--- src/rtl/tick_gen.sv ---
// tick_gen: programmable tick generator with burst / continuous modes.
// A prescaler divides clk by (div_q + 1); each prescaler terminal count
// issues a one-cycle tick. A burst of burst_len ticks ends with a done
// pulse coincident with the last tick; burst_len == 0 runs until stop.
module tick_gen #(
    parameter int DIV_W = 8
) (
    input  logic             clk,
    input  logic             rst_n,
    input  logic             start,
    input  logic             stop,
    input  logic [DIV_W-1:0] div,
    input  logic [3:0]       burst_len,
    output logic             tick,
    output logic             busy,
    output logic             done,
    output logic [3:0]       ticks_left
);

    typedef enum logic {
        IDLE = 1'b0,
        RUN  = 1'b1
    } state_t;

    state_t           state, state_nxt;
    logic [DIV_W-1:0] div_q, div_q_nxt;
    logic [DIV_W-1:0] pcnt, pcnt_nxt;
    logic             mode_q, mode_q_nxt;
    logic             tick_nxt, busy_nxt, done_nxt;
    logic [3:0]       ticks_left_nxt;

    logic accept;
    logic tick_due;
    logic last_tick;

    assign accept    = start && !stop;
    assign tick_due  = (pcnt == div_q);
    assign last_tick = !mode_q && (ticks_left == 4'd1);

    // State and all registered outputs/datapath, async active-low reset
    always_ff @(posedge clk or negedge rst_n) begin
        if (!rst_n) begin
            state      <= IDLE;
            div_q      <= '0;
            pcnt       <= '0;
            mode_q     <= 1'b0;
            tick       <= 1'b0;
            busy       <= 1'b0;
            done       <= 1'b0;
            ticks_left <= '0;
        end else begin
            state      <= state_nxt;
            div_q      <= div_q_nxt;
            pcnt       <= pcnt_nxt;
            mode_q     <= mode_q_nxt;
            tick       <= tick_nxt;
            busy       <= busy_nxt;
            done       <= done_nxt;
            ticks_left <= ticks_left_nxt;
        end
    end

    // Next-state: stop always wins; a burst ends on its final tick
    always_comb begin
        state_nxt = state;
        case (state)
            IDLE: begin
                if (accept) begin
                    state_nxt = RUN;
                end
            end
            RUN: begin
                if (stop) begin
                    state_nxt = IDLE;
                end else if (tick_due && last_tick) begin
                    state_nxt = IDLE;
                end
            end
            default: state_nxt = IDLE;
        endcase
    end

    // Next values of outputs and datapath; tick/done are single-cycle pulses
    always_comb begin
        div_q_nxt      = div_q;
        pcnt_nxt       = pcnt;
        mode_q_nxt     = mode_q;
        tick_nxt       = 1'b0;
        done_nxt       = 1'b0;
        busy_nxt       = busy;
        ticks_left_nxt = ticks_left;
        case (state)
            IDLE: begin
                if (accept) begin
                    div_q_nxt      = div;
                    pcnt_nxt       = '0;
                    ticks_left_nxt = burst_len;
                    mode_q_nxt     = (burst_len == 4'd0);
                    busy_nxt       = 1'b1;
                end
            end
            RUN: begin
                if (stop) begin
                    busy_nxt       = 1'b0;
                    ticks_left_nxt = '0;
                    pcnt_nxt       = '0;
                end else if (!tick_due) begin
                    pcnt_nxt = pcnt + 1'b1;
                end else begin
                    tick_nxt = 1'b1;
                    pcnt_nxt = '0;
                    if (!mode_q) begin
                        ticks_left_nxt = ticks_left - 4'd1;
                    end
                    if (last_tick) begin
                        done_nxt = 1'b1;
                        busy_nxt = 1'b0;
                    end
                end
            end
            default: begin
                busy_nxt       = 1'b0;
                ticks_left_nxt = '0;
                pcnt_nxt       = '0;
            end
        endcase
    end

endmodule

--- config.mk ---
export PLATFORM = sky130hd
export DESIGN_NAME = tick_gen
export DESIGN_NICKNAME = d
export VERILOG_FILES = /design/src/rtl/tick_gen.sv
export SDC_FILE = /design/constraint.sdc
export NUM_CORES = 1
export LEC_CHECK = 0
export ABC_AREA = 1
export BUFFER_PORTS_ARGS = -buffer_cell sky130_fd_sc_hd__buf_4
export CAP_MARGIN = 40
export CORE_UTILIZATION = 30
export DETAILED_ROUTE_END_ITERATION = 12
export PLACE_DENSITY_LB_ADDON = 0.05
export REMOVE_ABC_BUFFERS = 1
export SKIP_CTS_REPAIR_TIMING = 1
export SLEW_MARGIN = 20
export SYNTH_ARGS = -nofsm -noshare
export SYNTH_HDL_FRONTEND = slang
export SYNTH_SLANG_ARGS = --single-unit
--- constraint.sdc ---
create_clock -name clk -period 1.2 [get_ports clk]
set_input_delay 0.06 -clock clk [delete_from_list [all_inputs] [get_ports clk]]
set_output_delay 0.06 -clock clk [all_outputs]
set_load 0.03 [all_outputs]
==> results.md <==
* Yosys warns at 0
* Detailed Route Iter0 Violations at 24
* GRT overflow at 0
* Switching share of total power at 43.0%
* Die Y-Extent at 71.0 µm
* RSZ-0062 raised after global routing: yes
* Final HPWL DP at 2.62 mm
* Total CTS buffers at 3
* TritonCTS clock tree: yes
* Clock sinks at 25
* Clock power share at 12.1%
* Crit path largest cell delay at 0.42 ns
* Slew HR at 77.8%
* Final min period at 1.32 ns
* Setup Viol. Count Final at 14
* Setup WS post-layout at -0.118 ns
* Nets at 261
* Post-Layout Inst Area at 2070 µm²
* Drt first pass iters at 4
* Area after DPL at 1810 µm²
* Synth top area cells: dfrtp_1 44%, nand2_1 17%, inv_1 5.5%
* Cells after Synth at 181
* CTS H-Tree Depth at 1
* I/O pin total at 23
* CTS Buffer Depth at 2
* Port buffer count at 22
* Placer's final routability congestion estimate at 0.801
* Max Freq at 759 MHz
* Wire length per cell at 12.3 µm
* Vias per cell at 4.46
* Multi-input gate area at 754 µm²
* CP max-delay cell: dfrtp_1
* Row cnt at 24
* CTS clock-pin slew for the worst setup and hold paths at 0.09 ns
* Share of the synthesized area in the top cell type at 43.8%
* Number of global-route vias before repair at 1,235
* Place WS at -0.219 ns
* Sequential fraction of design power at 32.1%
* Clock skew at 0.00702 ns
* Pins Over Slew Limit at 0
* PwrDens at 1980 nW/µm²
* Fraction of layout cells with a size suffix above 1 at 40.2%
* Clk_lat worst skew at 0.27 ns
* CP Cell Sequence: inv_2 -> nor2_8 -> inv_4 -> o21ai_2 -> inv_2 -> nand3_1 -> nand2_2
* Initial antenna violation count at 0
* Leak at 1.05 nW
* Worst Tran Pin Value at 0.333 ns
* Worst EP required at 1.36 ns
* Vias at 1,307
* Max Cap Violations at 0
* Switch Pwr at 1.76 mW
* Hold_sp: div[7]
* Syn-to-layout area delta at 45.0%
* Number of inserted diodes at 0
* Crit path kind: flop to flop
* RR Startpoint: state$_DFF_PN0_
* CP max FO at 8
* Fin. Hold Viols at 0
* P_int at 2.33 mW
* Final period util at 110%
* Maximum VDD drop at 0.924 mV
* Root Buffer: clkbuf_8
* Total power at 4.10 mW
* Failing checks: negative setup slack
* Post-route ant nets at 0
* Core area at 4470 µm²
* Sequential fraction of the synthesis area at 43.8%
* First-pass GRT wire length at 5.62 mm
* Most frequent cell on the critical path: inv_2
* Yosys top cell by area: dfrtp_1
* Hold crit path type: primary input to flop
* Synth Register Bits at 25
* Crit. End Element: flop
* Number of library cell types mapped by synthesis at 26
* Post-route DRC violation count at 0
* Die ar. at 5040 µm²
* Initial Util at 31.9%
* Tot GR Track Use at 14.4%
* Syn Std Cell Area at 1430 µm²
* Largest net degree at the start of global routing at 26
* Post-Syn Area per Cell at 7.89 µm²
* Fill cell count at 454
* Worst Setup Start Kind: flop
* Status: finished, violations left
* Total Routed Length at 3.59 mm
* Combinational share of power at 55.8%
* Worst EP arrival at 1.48 ns
* Die Span X at 71.0 µm
* Worst setup path start: state$_DFF_PN0_
* Reg area at 626 µm²
## critical path, delay by kind of cell, from the launching register on
family,cells,cell delay [ns]
AOI/OAI and AO/OA,1,0.12
buffers and inverters,3,0.25
and+or+nand+nor,3,0.40
DFF,1,0.42
## cell usage after synthesis, drive strengths merged
cell type,instances
a21o,1
a21oi,8
buf,3
dfrtp,25
ha,3
inv,27
nand2,68
nand3,11
nand4,3
nor2,12
nor3,1
o21ai,10
o22ai,4
xnor2,4
xor2,1
## cells in the final DEF, fill, tap and decap left out, types with 5 or more instances in the layout
| cell | synthesis | layout |
|---|---|---|
| o21ai_0 | 7 | 5 |
| inv_2 | 5 | 7 |
| buf_4 | 0 | 47 |
| dfrtp_1 | 25 | 25 |
| nand3_1 | 10 | 8 |
| nand2_1 | 63 | 57 |
| dlygate4sd3_1 | 0 | 6 |
| nor2_1 | 10 | 5 |
| a21oi_2 | 5 | 5 |
| nand2_2 | 2 | 7 |
| inv_1 | 21 | 19 |
## cell families (layout without fill, tap and decap cells)
| logic type | count (synthesis) | after routing | share of synthesized area, % |
|---|---|---|---|
| xor gates and xnor gates | 5 | 5 | 3.06 |
| and+or+nand+nor | 95 | 96 | 30.1 |
| AOI/OAI and AO/OA | 23 | 23 | 10.5 |
| DFF | 25 | 25 | 43.8 |
| adders and majority gates | 3 | 3 | 2.63 |
| buffers and inverters | 30 | 89 | 9.90 |
## layout make-up
type                    instances  share of cell area, %
well taps                      52                   3.14
flip-flops and latches         25                   30.2
multi-input cells             127                   36.4
clock buffers                   4                   2.17
inverters                      27                   5.01
repair buffers                 58                   23.1
## worst paths after layout
path,slack [ns],cells past startpoint,end
setup / recovery,-0.12,7,ticks_left[2]$_DFFE_PN0P_
hold / removal,0.001,3,div_q[7]$_DFFE_PN0P_
setup reg to reg,-0.12,7,ticks_left[2]$_DFFE_PN0P_
hold reg to reg,0.49,2,busy$_DFFE_PN0P_
max in group asynchronous,0.71,2,div_q[2]$_DFFE_PN0P_
min in group asynchronous,0.23,2,div_q[4]$_DFFE_PN0P_
## metal layers
metal / vias up / part of all wire (%) / GRT usage [%]
li1: 688 / - / -
met1: 597 / 50 / 18.7
met2: 18 / 47 / 24.5
met3: 4 / 2.4 / 3.42
met4: 0 / 0.58 / 2.67
met5: - / 0 / 0
## per-stage QoR
stage,hold WS [ns],TNS [ns],std cells,util (%)
2_1_floorplan,-0.236,-0.702,178,-
3_3_place_gp,-0.0102,-2.21,276,40.5
3_5_place_dp,-0.00393,-2.40,276,40.5
4_1_cts,-0.307,-2.74,280,41.6
5_1_grt,0.00216,-2.68,293,46.3
6_report,0.00120,-1.28,293,46.3
## state kept, by name, summed over array words and instances, names as in the netlist
| name | count |
|---|---|
| tick | 1 |
| div_q | 8 |
| ticks_left | 4 |
| mode_q | 1 |
| state | 1 |
| busy | 1 |
| done | 1 |
| pcnt | 8 |
## power groups by stage
stage	registers, mW	logic, mW	clock network [mW]
3_3_place_gp	1.31	1.91	0
3_5_place_dp	1.32	1.91	0
5_1_grt	1.35	2.50	0.571
4_1_cts	1.31	1.92	0.533
6_report	1.32	2.29	0.495
2_1_floorplan	1.47	0.984	0
Power figures use the tool's default switching activity.
